===== src/rtl/gf_serial_reducer_if.sv =====
`default_nettype none
// ============================================================================
// Module      : gf_serial_reducer_if
// Description : Valid/ready input and output channels of gf_serial_reducer.
// Revision    : 1.0 - initial release
// ============================================================================
interface gf_serial_reducer_if #(
    parameter int DATA_WIDTH = 4
);
    logic                      in_valid;
    logic                      in_ready;
    logic [2*DATA_WIDTH-1:0]   prod;
    logic [DATA_WIDTH:0]       polyn;
    logic                      out_valid;
    logic                      out_ready;
    logic [DATA_WIDTH-1:0]     out;
    logic                      err;

    modport master (
        output in_valid, prod, polyn, out_ready,
        input  in_ready, out_valid, out, err
    );

    modport slave (
        input  in_valid, prod, polyn, out_ready,
        output in_ready, out_valid, out, err
    );
endinterface
`default_nettype wire


===== src/rtl/gf_serial_reducer.sv =====
`default_nettype none
// ============================================================================
// Module      : gf_serial_reducer
// Description : Bit-serial GF(2^m) reduction of a 2m-bit carry-less product
//               modulo a programmable polynomial, one exponent per clock.
//               Optional macro GF_RED_EARLY_EXIT_EN: leave REDUCE as soon as
//               the upper half of the remainder is already zero.
// Revision    : 1.0 - initial release
// ============================================================================
module gf_serial_reducer #(
    parameter int DATA_WIDTH = 4
) (
    input  wire logic              clk,
    input  wire logic              rst,
    gf_serial_reducer_if.slave     red_if
);
    localparam int PW = 2 * DATA_WIDTH;
    localparam int KW = $clog2(PW);
    localparam logic [KW-1:0] K_TOP  = KW'(PW - 1);
    localparam logic [KW-1:0] K_LAST = KW'(DATA_WIDTH);

    typedef enum logic [1:0] {
        ST_IDLE   = 2'd0,
        ST_REDUCE = 2'd1,
        ST_DONE   = 2'd2
    } state_t;

    state_t                  state_q;
    logic [PW-1:0]           rem_q;
    logic [DATA_WIDTH:0]     poly_q;
    logic [KW-1:0]           k_q;
    logic                    in_ready_q;
    logic                    out_valid_q;
    logic [DATA_WIDTH-1:0]   out_q;
    logic                    err_q;

    logic [PW-1:0]           poly_ext;
    logic [PW-1:0]           poly_aligned;
    logic [PW-1:0]           rem_d;

    // Bits above k are already cleared, so aligning poly's top bit with k
    // and XORing the whole word equals XORing rem[k:k-W] with poly.
    always_comb begin
        poly_ext     = PW'(poly_q);
        poly_aligned = poly_ext << (k_q - K_LAST);
        rem_d        = rem_q;
        if (rem_q[k_q]) begin
            rem_d = rem_q ^ poly_aligned;
        end
    end

`ifdef GF_RED_EARLY_EXIT_EN
    logic high_zero;
    assign high_zero = (rem_q[PW-1:DATA_WIDTH] == '0);
`endif

    always_ff @(posedge clk or posedge rst) begin
        if (rst) begin
            state_q     <= ST_IDLE;
            rem_q       <= '0;
            poly_q      <= '0;
            k_q         <= '0;
            in_ready_q  <= 1'b1;
            out_valid_q <= 1'b0;
            out_q       <= '0;
            err_q       <= 1'b0;
        end else begin
            case (state_q)
                ST_IDLE: begin
                    if (red_if.in_valid && in_ready_q) begin
                        rem_q      <= red_if.prod;
                        poly_q     <= red_if.polyn;
                        k_q        <= K_TOP;
                        err_q      <= ~red_if.polyn[DATA_WIDTH];
                        in_ready_q <= 1'b0;
                        state_q    <= ST_REDUCE;
                    end
                end
                ST_REDUCE: begin
                    // A bad polynomial spends one pass-through cycle here so the
                    // error result appears one edge after accept.
                    if (err_q) begin
                        out_q       <= rem_q[DATA_WIDTH-1:0];
                        out_valid_q <= 1'b1;
                        state_q     <= ST_DONE;
                    end
`ifdef GF_RED_EARLY_EXIT_EN
                    else if (high_zero) begin
                        out_q       <= rem_q[DATA_WIDTH-1:0];
                        out_valid_q <= 1'b1;
                        state_q     <= ST_DONE;
                    end
`endif
                    else begin
                        rem_q <= rem_d;
                        k_q   <= k_q - 1'b1;
                        if (k_q == K_LAST) begin
                            out_q       <= rem_d[DATA_WIDTH-1:0];
                            out_valid_q <= 1'b1;
                            state_q     <= ST_DONE;
                        end
                    end
                end
                ST_DONE: begin
                    if (red_if.out_ready) begin
                        out_valid_q <= 1'b0;
                        in_ready_q  <= 1'b1;
                        state_q     <= ST_IDLE;
                    end
                end
                default: begin
                    out_valid_q <= 1'b0;
                    in_ready_q  <= 1'b1;
                    state_q     <= ST_IDLE;
                end
            endcase
        end
    end

    assign red_if.in_ready  = in_ready_q;
    assign red_if.out_valid = out_valid_q;
    assign red_if.out       = out_q;
    assign red_if.err       = err_q;

endmodule
`default_nettype wire

===== src/flat_wrapper.sv =====
// flat-port wrapper written by rule: the top's interface ports become plain ports
module gf_serial_reducer_flat 
#(
    parameter int DATA_WIDTH = 4
)
  (clk, rst, red_if_in_valid, red_if_prod, red_if_polyn, red_if_out_ready, red_if_in_ready, red_if_out_valid, red_if_out, red_if_err);
  gf_serial_reducer_if #(.DATA_WIDTH(DATA_WIDTH)) red_if_i ();
  input  wire logic clk;
  input  wire logic rst;
  input wire logic [$bits(red_if_i.in_valid)-1:0] red_if_in_valid;
  input wire logic [$bits(red_if_i.prod)-1:0] red_if_prod;
  input wire logic [$bits(red_if_i.polyn)-1:0] red_if_polyn;
  input wire logic [$bits(red_if_i.out_ready)-1:0] red_if_out_ready;
  output wire logic [$bits(red_if_i.in_ready)-1:0] red_if_in_ready;
  output wire logic [$bits(red_if_i.out_valid)-1:0] red_if_out_valid;
  output wire logic [$bits(red_if_i.out)-1:0] red_if_out;
  output wire logic [$bits(red_if_i.err)-1:0] red_if_err;
  assign red_if_i.in_valid = red_if_in_valid;
  assign red_if_i.prod = red_if_prod;
  assign red_if_i.polyn = red_if_polyn;
  assign red_if_i.out_ready = red_if_out_ready;
  assign red_if_in_ready = red_if_i.in_ready;
  assign red_if_out_valid = red_if_i.out_valid;
  assign red_if_out = red_if_i.out;
  assign red_if_err = red_if_i.err;
  gf_serial_reducer #(.DATA_WIDTH(DATA_WIDTH)) u_core (.clk(clk), .rst(rst), .red_if(red_if_i));
endmodule

===== config.mk =====
export PLATFORM = sky130hd
export DESIGN_NAME = gf_serial_reducer_flat
export DESIGN_NICKNAME = d
export VERILOG_FILES = /design/src/rtl/gf_serial_reducer_if.sv /design/src/rtl/gf_serial_reducer.sv /design/src/flat_wrapper.sv
export SDC_FILE = /design/constraint.sdc
export NUM_CORES = 1
export LEC_CHECK = 0
export CAP_MARGIN = 20
export CELL_PAD_IN_SITES_DETAIL_PLACEMENT = 1
export CELL_PAD_IN_SITES_GLOBAL_PLACEMENT = 2
export CORE_AREA = 2 2 76 78
export DETAILED_ROUTE_END_ITERATION = 16
export DIE_AREA = 0 0 78 80
export GPL_TIMING_DRIVEN = 1
export PLACE_DENSITY_LB_ADDON = 0.1
export REMOVE_ABC_BUFFERS = 1
export SYNTH_ARGS = -nofsm -noshare
export SYNTH_HDL_FRONTEND = slang
export SYNTH_SLANG_ARGS = --single-unit

===== constraint.sdc =====
create_clock -name clk -period 1.7 [get_ports clk]
set_clock_uncertainty 0.05 [all_clocks]
set_input_delay 0.34 -clock clk [delete_from_list [all_inputs] [get_ports clk]]
set_output_delay 0.34 -clock clk [all_outputs]
set_load 0.005 [all_outputs]

==> results.yml <==
timing:
  fin_tns_setup_ns: -0.3619
  period_share: 1.059
  setup_viol: 4
  hold_violations: 0
  rsz0062_at_grt: "true"
  finalCriticalPeriod_ns: 1.801
  tightestPinTransition_ns: 0.3956
  hold_ws_ns: 0.2907
  max_freq_ghz: 0.5553
  slew_violations: 0
  fin_ws_ns: -0.1009
  maxSlewHeadroom: 0.7360
power:
  internal-power_mw: 2.242
  clkPwrFrac: 0.092
  powerDensity_mw_per_mm2: 1793
  combPwrFrac: 0.614
  total_power_mw: 3.967
  seq_power_share: 0.293
  ir_worst_vdd_uv: 549.0
  p_switching_mw: 1.725
  p_sw_frac: 0.4348
  p_leak_nw: 0.9522
cells_and_area:
  stdcell_count: 288
  layout-drive-gt1-share: 0.2824
  regArea_um2: 628.1
  nets: 235
  antenna_cells: 0
  fillers: 638
  area_growth_pct: 46.97
  multi_input_area_um2: 958.4
  fin_util: 0.4093
  finalInstanceArea_mm2: 0.002212
outcome:
  violations: "negative setup slack"
  status: "finished with violations"
global_routing:
  grt_overflow: 0
  grt_pass1_vias: 1580
  antenna_found_initial: 0
  grt_max_degree: 18
  track_usage: 0.1686
  grt_pass1_wl_mm: 8.066
critical_path:
  reg2reg_to: "u_core.rem_q[4]"
  r2r.worst_path.cells: 6
  cp-startpoint: "u_core.k_q[0]"
  crit_slowest_cell: "dfrtp_2"
  end_kind: "flop"
  critPathCapture: "u_core.rem_q[4]"
  critical_path_class: "reg -> reg"
  timing.rr.start: "u_core.k_q[0]"
  path_max_fanout: 4
  cp_data_arrival_time_ns: 1.92
  worstPathCellList: "buf_6 > mux2i_2 > o22ai_2 > o21a_1 > or2_4 > a22o_1"
  slowest_delay_ns: 0.45
  required_ns: 1.82
  r2r_slack_ns: -0.10
  cp-start-kind: "flop"
floorplanning:
  die-width_um: 78
  start_util: 0.2785
  die_h_um: 80
  ios: 24
  core_mm2: 0.005405
  die_area_mm2: 0.006240
  std_cell_rows: 27
synth:
  synth_warnings: 0
  synth.cell_area_mm2: 0.001505
  synthFlopType: "dfrtp_1"
  ys_seq_area_frac: 0.4165
  synth_largest_area_cell: "dfrtp_1"
  netlist_top_cells_area: "dfrtp_1 40%, nand2_1 8.0%, mux2i_1 6.0%"
  async_reset_ff_frac: 1.000
  syn_inst: 167
  synth_edf_count: 0
  synth.most_common_cell: "nand2_1"
  synth_cell_types: 43
  synth_common_cells: "32 x nand2_1, 24 x dfrtp_1, 12 x nor2_1"
  netlist.area_leader.share: 0.3990
  ys_ff_latch: 25
  syn_avg_cell_area_um2: 9.013
route:
  drc: 0
  drtIter0Drc: 36
  routedWlPerCell_um: 17.42
  routed_wl_mm: 5.017
  routed_via_density: 5.083
  detail-route-antenna-nets: 0
  first_pass_iters: 5
  vias: 1464
place:
  gp_congestion: 0.8445
  dp.cells: 279
  dpl_worst_slack_ns: -0.1544
  placed_cell_area_mm2: 0.001979
  hpwl_mm: 3.714
  io_buffers: 23
clock_network:
  worstSkewPairLatency_ns: 0.27
  cts_tree: "done"
  clockBufferDepth: 2
  clock_sinks: 25
  clk_pin_slew_ns: 0.09
  clockRootBuffer: "clkbuf_8"
  cts-htree-levels: 1
  cts_made_buffers: 3
worst_hold_path:
  hold_path.class: "in -> async"
job:
  cap_violations: 0
## cell families (layout without fill, tap and decap cells)
group | after synthesis | after routing | synth area share
xor+xnor | 4 | 4 | 0.02327
flops | 25 | 25 | 0.4165
mux | 10 | 10 | 0.06733
compound gates | 53 | 53 | 0.2544
buf+inv | 12 | 61 | 0.03823
fa+ha+maj | 1 | 1 | 0.008311
simple gates | 62 | 62 | 0.1920
## per-layer routing
| layer | vias up | GRT usage | part of all wire |
|---|---|---|---|
| met5 | - | 0 | 0 |
| met2 | 29 | 0.2983 | 0.51 |
| met4 | 0 | 0.04561 | 0.023 |
| li1 | 692 | - | - |
| met3 | 12 | 0.02376 | 0.029 |
| met1 | 731 | 0.2148 | 0.44 |
## worst max-delay path: cells and delay by family, from the launching register on
kind / cells / cell delay [ns]
AOI/OAI and AO/OA: 3 / 0.58
buffers and inverters: 1 / 0.14
DFF: 1 / 0.45
muxes: 1 / 0.22
and+or+nand+nor: 1 / 0.26
## power by group through the flow
stage / clock network (mW) / registers, mW / logic (mW)
final: 0.366 / 1.16 / 2.44
after CTS: 0.382 / 1.15 / 2.16
after global routing: 0.411 / 1.22 / 2.64
after detailed placement: 0 / 1.13 / 1.96
after global placement: 0 / 1.13 / 1.92
after floorplan: 0 / 1.14 / 1.07
## registers in the layout (all words and copies together), names as in the netlist
| signal | count |
|---|---|
| u_core.rem_q | 8 |
| u_core.red_if.out | 4 |
| u_core.red_if.in_ready | 1 |
| u_core.red_if.err | 1 |
| u_core.red_if.out_valid | 1 |
| u_core.state_q | 2 |
| u_core.poly_q | 5 |
| u_core.k_q | 3 |
## timing repair
action | CTS | global route
pin swaps | 4 | 5
cloned | 1 | 1
gates resized for setup | 13 | 24
hold buffers | 0 | 0
setup buffers | 1 | 2
setup endpoints to repair | 10 | 13
## cell usage in the layout, fill, tap and decap left out, types with 4 or more instances in the layout
cell type | synthesis | layout
nand2_1 | 32 | 32
buf_4 | 1 | 23
dfrtp_1 | 24 | 23
clkdlybuf4s50_1 | 0 | 22
nor2_1 | 12 | 11
o21ai_0 | 9 | 8
nand2b_1 | 5 | 5
inv_1 | 5 | 5
mux2i_1 | 9 | 5
a21oi_1 | 8 | 5
xnor2_1 | 4 | 4
o21ai_1 | 5 | 4
a22o_1 | 4 | 4
o22ai_1 | 5 | 4
buf_6 | 1 | 4
## cell type report
class,instances,share of cell area
multi-input cells,130,0.4333
flip-flops and latches,25,0.2839
repair buffers,52,0.2132
well taps,72,0.04072
clock buffers,4,0.02036
inverters,5,0.008484
## worst min path at each step
stage                                end  slack (ns)
finish                  u_core.poly_q[0]        0.29
global route            u_core.poly_q[3]        0.31
CTS                     u_core.poly_q[1]        0.30
detailed placement  u_core.red_if.out[0]        0.42
global placement    u_core.red_if.out[1]        0.41
floorplan                  u_core.k_q[0]        0.32
(Power assumes the default switching activity.)
==> RTL change 1 (config.mk and constraints unchanged) <==
The option `GF_RED_EARLY_EXIT_EN` is turned on by a define.
--- a/src/rtl/gf_serial_reducer.sv
+++ b/src/rtl/gf_serial_reducer.sv
@@ -7,6 +7,8 @@
 //               the upper half of the remainder is already zero.
 // Revision    : 1.0 - initial release
 // ============================================================================
+`define GF_RED_EARLY_EXIT_EN
+
 module gf_serial_reducer #(
     parameter int DATA_WIDTH = 4
 ) (
Behaviour: not the same (Yosys sat finds a counterexample within 4 cycles, from zero or initial values and one cycle with rst high).
==> RTL change 1 against the original RTL <==
The run still ends with setup timing left. Maximum frequency decreased by 5.1%. Wire length is 4.9% higher. Sequential cell count unchanged. Power shrank 4.7%. Global-route usage grew 0.27 points. Non-clock buffer count increased by 15. Final area increased by 11%. Worst setup slack lost 0.096 ns. Area after synthesis grew 3.7%. Critical path type unchanged. Largest cell class unchanged.
==> RTL change 1: results (changes against the original RTL) <==
Reg area = 629.4 um2 (was 628.1 um2)
Fillers = 632 (was 638)
multi-input combinational gate total = 136 (was 130)
clock network area share = 1.828% (was 2.036%)
CP startpoint = u_core.rem_q[6] (was u_core.k_q[0])
routability congestion estimate = 0.8200 (was 0.8445)
setup TNS = -0.8188 ns (was -0.3619 ns)
Resized Gates After CTS = 22 (was 13)
pin count of the biggest net entering global routing = 26 (was 18)
CP arrival = 2.01 ns (was 1.92 ns)
GR Util met1 = 21.93% (was 21.48%)
vias in the first global route = 1706 (was 1580)
seq pwr = 1.11 mW (was 1.16 mW)
Data buffer area share = 25.90% (was 21.32%)
Max VDD drop = 0.6274 mV (was 0.5490 mV)
wire length on met1 = 2361 um (was 2213 um)
layout cells sized above 1 = 35.12% (was 28.24%)
synth top area cells = dfrtp_1, nand2_1, o21ai_0 (was dfrtp_1, nand2_1, mux2i_1)
met2 wire length = 2759 um (was 2544 um)
clock buffers = 4 (unchanged)
nets = 261 (was 235)
seq_cells = 25 (unchanged)
top post-synthesis cells by count = nand2_1, dfrtp_1, o21ai_0 (was nand2_1, dfrtp_1, nor2_1)
Unique masters post-synth = 42 (was 43)
Comb group = 2.29 mW (was 2.44 mW)
Switch Pwr = 1.558 mW (was 1.725 mW)
DR WL/cell = 16.76 um (was 17.42 um)
Post-CTS Hold Buffers = 0 (unchanged)
pre-CTS setup slack = -0.2810 ns (was -0.1544 ns)
worst reg-to-reg path cell count = 5 (was 6)
met3 GRT Util = 1.810% (was 2.376%)
global-route usage over all layers = 17.13% (was 16.86%)
first-pass GRT wire length = 8459 um (was 8066 um)
setup violators final = 10 (was 4)
Min Hold Slack = 0.3745 ns (was 0.2907 ns)
Iteration-0 DRC Markers = 50 (was 36)
violated checks = setup timing (unchanged)
dpl hpwl = 3790 um (was 3714 um)
DR WL met3 = 94 um (was 143 um)
outcome = complete, but fails checks (unchanged)
P_leak = 1.084 nW (was 0.9522 nW)
via count = 1571 (was 1464)
relative slew slack = 68.80% (was 73.60%)
Final WS setup = -0.1971 ns (was -0.1009 ns)
GR met2 Demand/Resource = 31.12% (was 29.83%)
Pre-antenna DRT Iters = 4 (was 5)
Worst R2R End = u_core.rem_q[6] (was u_core.rem_q[4])
Multi-input gate area = 1023 um2 (was 958.4 um2)
Slowest cell on crit path = mux4_2 (was dfrtp_2)
Top delay family on crit path = multiplexers (was compound AO/OA/AOI/OAI gates)
crit-path max FO = 4 (unchanged)
postcts setup bufs = 3 (was 1)
post-synthesis sequential area ratio = 40.18% (was 41.65%)
-- RTL change 1: changes by cell type in the layout (fill, tap and decap cells not counted), sizes merged, moves of 4 or more --
cell | before | now
a22o | 4 | 0
inv | 5 | 9
o21ai | 14 | 20
xnor2 | 4 | 0
buf | 29 | 44
a21oi | 8 | 13
-- RTL change 1: cell families (layout without fill, tap and decap cells) --
logic type                 Yosys count  count (layout)  synth area share, %
DFF                                 25              25                40.18
and+or+nand+nor                     67              67                20.21
muxes                               11              11                9.863
buffers and inverters               19              81                5.533
AOI/OAI and AO/OA                   54              54                21.73
xor gates and xnor gates             3               3                1.684
adders and majority gates            1               1               0.8018
-- RTL change 1: per-stage QoR --
stage	total power, mW	cells	instance area, um2
after global placement	2.761	303	2122
after global routing	4.041	314	2464
after floorplan	1.931	171	1511
after detailed placement	2.822	303	2122
after CTS	3.379	310	2268
final	3.779	314	2464
==> RTL change 2 (config.mk and constraints unchanged) <==
Without the edit above. The 3 states of `state_t` get a one-hot encoding in 3 bits.
--- a/src/rtl/gf_serial_reducer.sv
+++ b/src/rtl/gf_serial_reducer.sv
@@ -19,10 +19,10 @@
     localparam logic [KW-1:0] K_TOP  = KW'(PW - 1);
     localparam logic [KW-1:0] K_LAST = KW'(DATA_WIDTH);
 
-    typedef enum logic [1:0] {
-        ST_IDLE   = 2'd0,
-        ST_REDUCE = 2'd1,
-        ST_DONE   = 2'd2
+    typedef enum logic [2:0] {
+        ST_IDLE   = 3'b001,
+        ST_REDUCE = 3'b010,
+        ST_DONE   = 3'b100
     } state_t;
 
     state_t                  state_q;
Check against the original RTL: same outputs for any inputs over 10 cycles, from zero or initial values and one cycle with rst high; not proved beyond that.
==> RTL change 2 against the original RTL <==
The flow still finishes with violations (setup timing). Cell count increased by 4.9%. Final area increased by 11%. Wire length increased by 5.3%. Sequential power increased by 4%. Via count increased by 5.8%. Power decreased by 4.5%. Critical path type unchanged. Worst setup slack about the same. Area after synthesis increased by 9.5%. Sequential cell count increased by 1. Highest routed layer unchanged. Utilization increased by 4.6 points. Sequential share of layout area decreased by 1.7 points. Die area unchanged.
==> RTL change 2: results (changes against the original RTL) <==
Worst R2R End = u_core.rem_q[7] (was u_core.rem_q[4])
most numerous cell in the Yosys netlist = dfrtp_1 (was nand2_1)
Iteration-0 DRC Markers = 32 (was 36)
Via density = 5.129 (was 5.083)
crit-path max FO = 5 (was 4)
pin count of the biggest net entering global routing = 15 (was 18)
Unique masters post-synth = 44 (was 43)
crit-path max cell delay = 0.47 ns (was 0.45 ns)
Final WS setup = -0.1005 ns (was -0.1009 ns)
routed wire length = 5283 um (was 5017 um)
FF-to-FF Start = u_core.k_q[1] (was u_core.k_q[0])
Synth Area in Compound Gates = 26.65% (was 25.44%)
P_leak = 1.063 nW (was 0.9522 nW)
Max VDD drop = 0.7040 mV (was 0.5490 mV)
violated checks = setup timing (unchanged)
global-route usage over all layers = 17.08% (was 16.86%)
synth top area cells = dfrtp_1, mux2i_1, nand2_1 (was dfrtp_1, nand2_1, mux2i_1)
nets = 249 (was 235)
Placed Instances = 290 (was 279)
setup violators final = 8 (was 4)
post-synthesis sequential area ratio = 39.64% (was 41.65%)
outcome = complete, but fails checks (unchanged)
relative slew slack = 76.85% (was 73.60%)
DR WL/cell = 17.49 um (was 17.42 um)
dpl hpwl = 3893 um (was 3714 um)
vias in the first global route = 1677 (was 1580)
first-pass GRT wire length = 8335 um (was 8066 um)
post-synthesis adder-cell area fraction = 0.7593% (was 0.8313%)
## RTL change 2: metrics by stage
stage	instance area, um2	setup slack [ns]	util (%)	setup TNS [ns]
global route	2462	-0.1437	45.56	-1.137
CTS	2306	-0.01934	42.66	-0.03540
detailed placement	2118	-0.1461	39.19	-1.198
global placement	2118	-0.1016	39.19	-0.8110
floorplan	1575	-0.1473	-	-0.7918
finish	2462	-0.1005	45.56	-0.5263
## RTL change 2: cell type report
type,instances,area [um2],share of cell area [%]
repair buffers,59,561.8,22.82
flip-flops and latches,26,656.9,26.68
inverters,10,37.54,1.524
clock buffers,4,45.04,1.829
well taps,72,90.09,3.659
multi-input cells,131,1071,43.50
## RTL change 2: report_power, final
group,switching (mW),internal [mW],total (mW)
logic,1.04,1.16,2.20
clock network,0.207,0.168,0.375
registers,0.311,0.901,1.21
## RTL change 2: routing by layer
metal  global-route usage [%]  share of wire, %  vias up
met5                        0                 0        -
met3                    2.489               2.5        2
li1                         -                 -      750
met4                    4.035              0.47        0
met2                    31.81                53       27
met1                    20.69                44      770
## RTL change 2: kinds of logic after synthesis
| logic type | count (synthesis) |
|---|---|
| multiplexers | 15 |
| XOR/XNOR | 4 |
| flip-flops | 26 |
| adder cells (fa/ha/maj) | 1 |
| AND/OR/NAND/NOR | 48 |
| AO/OA/AOI/OAI | 63 |
| buffers and inverters | 20 |
## RTL change 2: worst max-delay path: cells and delay by family, from the launching register on
family                 cells  cell delay, ns
AOI/OAI and AO/OA          3            0.49
buffers and inverters      1            0.13
DFF                        1            0.47
muxes                      1            0.33
and+or+nand+nor            1            0.22
## RTL change 2: timing repair
| item | in CTS | in global routing |
|---|---|---|
| pin swaps | 8 | 7 |
| gates resized for setup | 25 | 28 |
| buffers inserted | 3 | 5 |
| endpoints found under the setup margin | 14 | 17 |
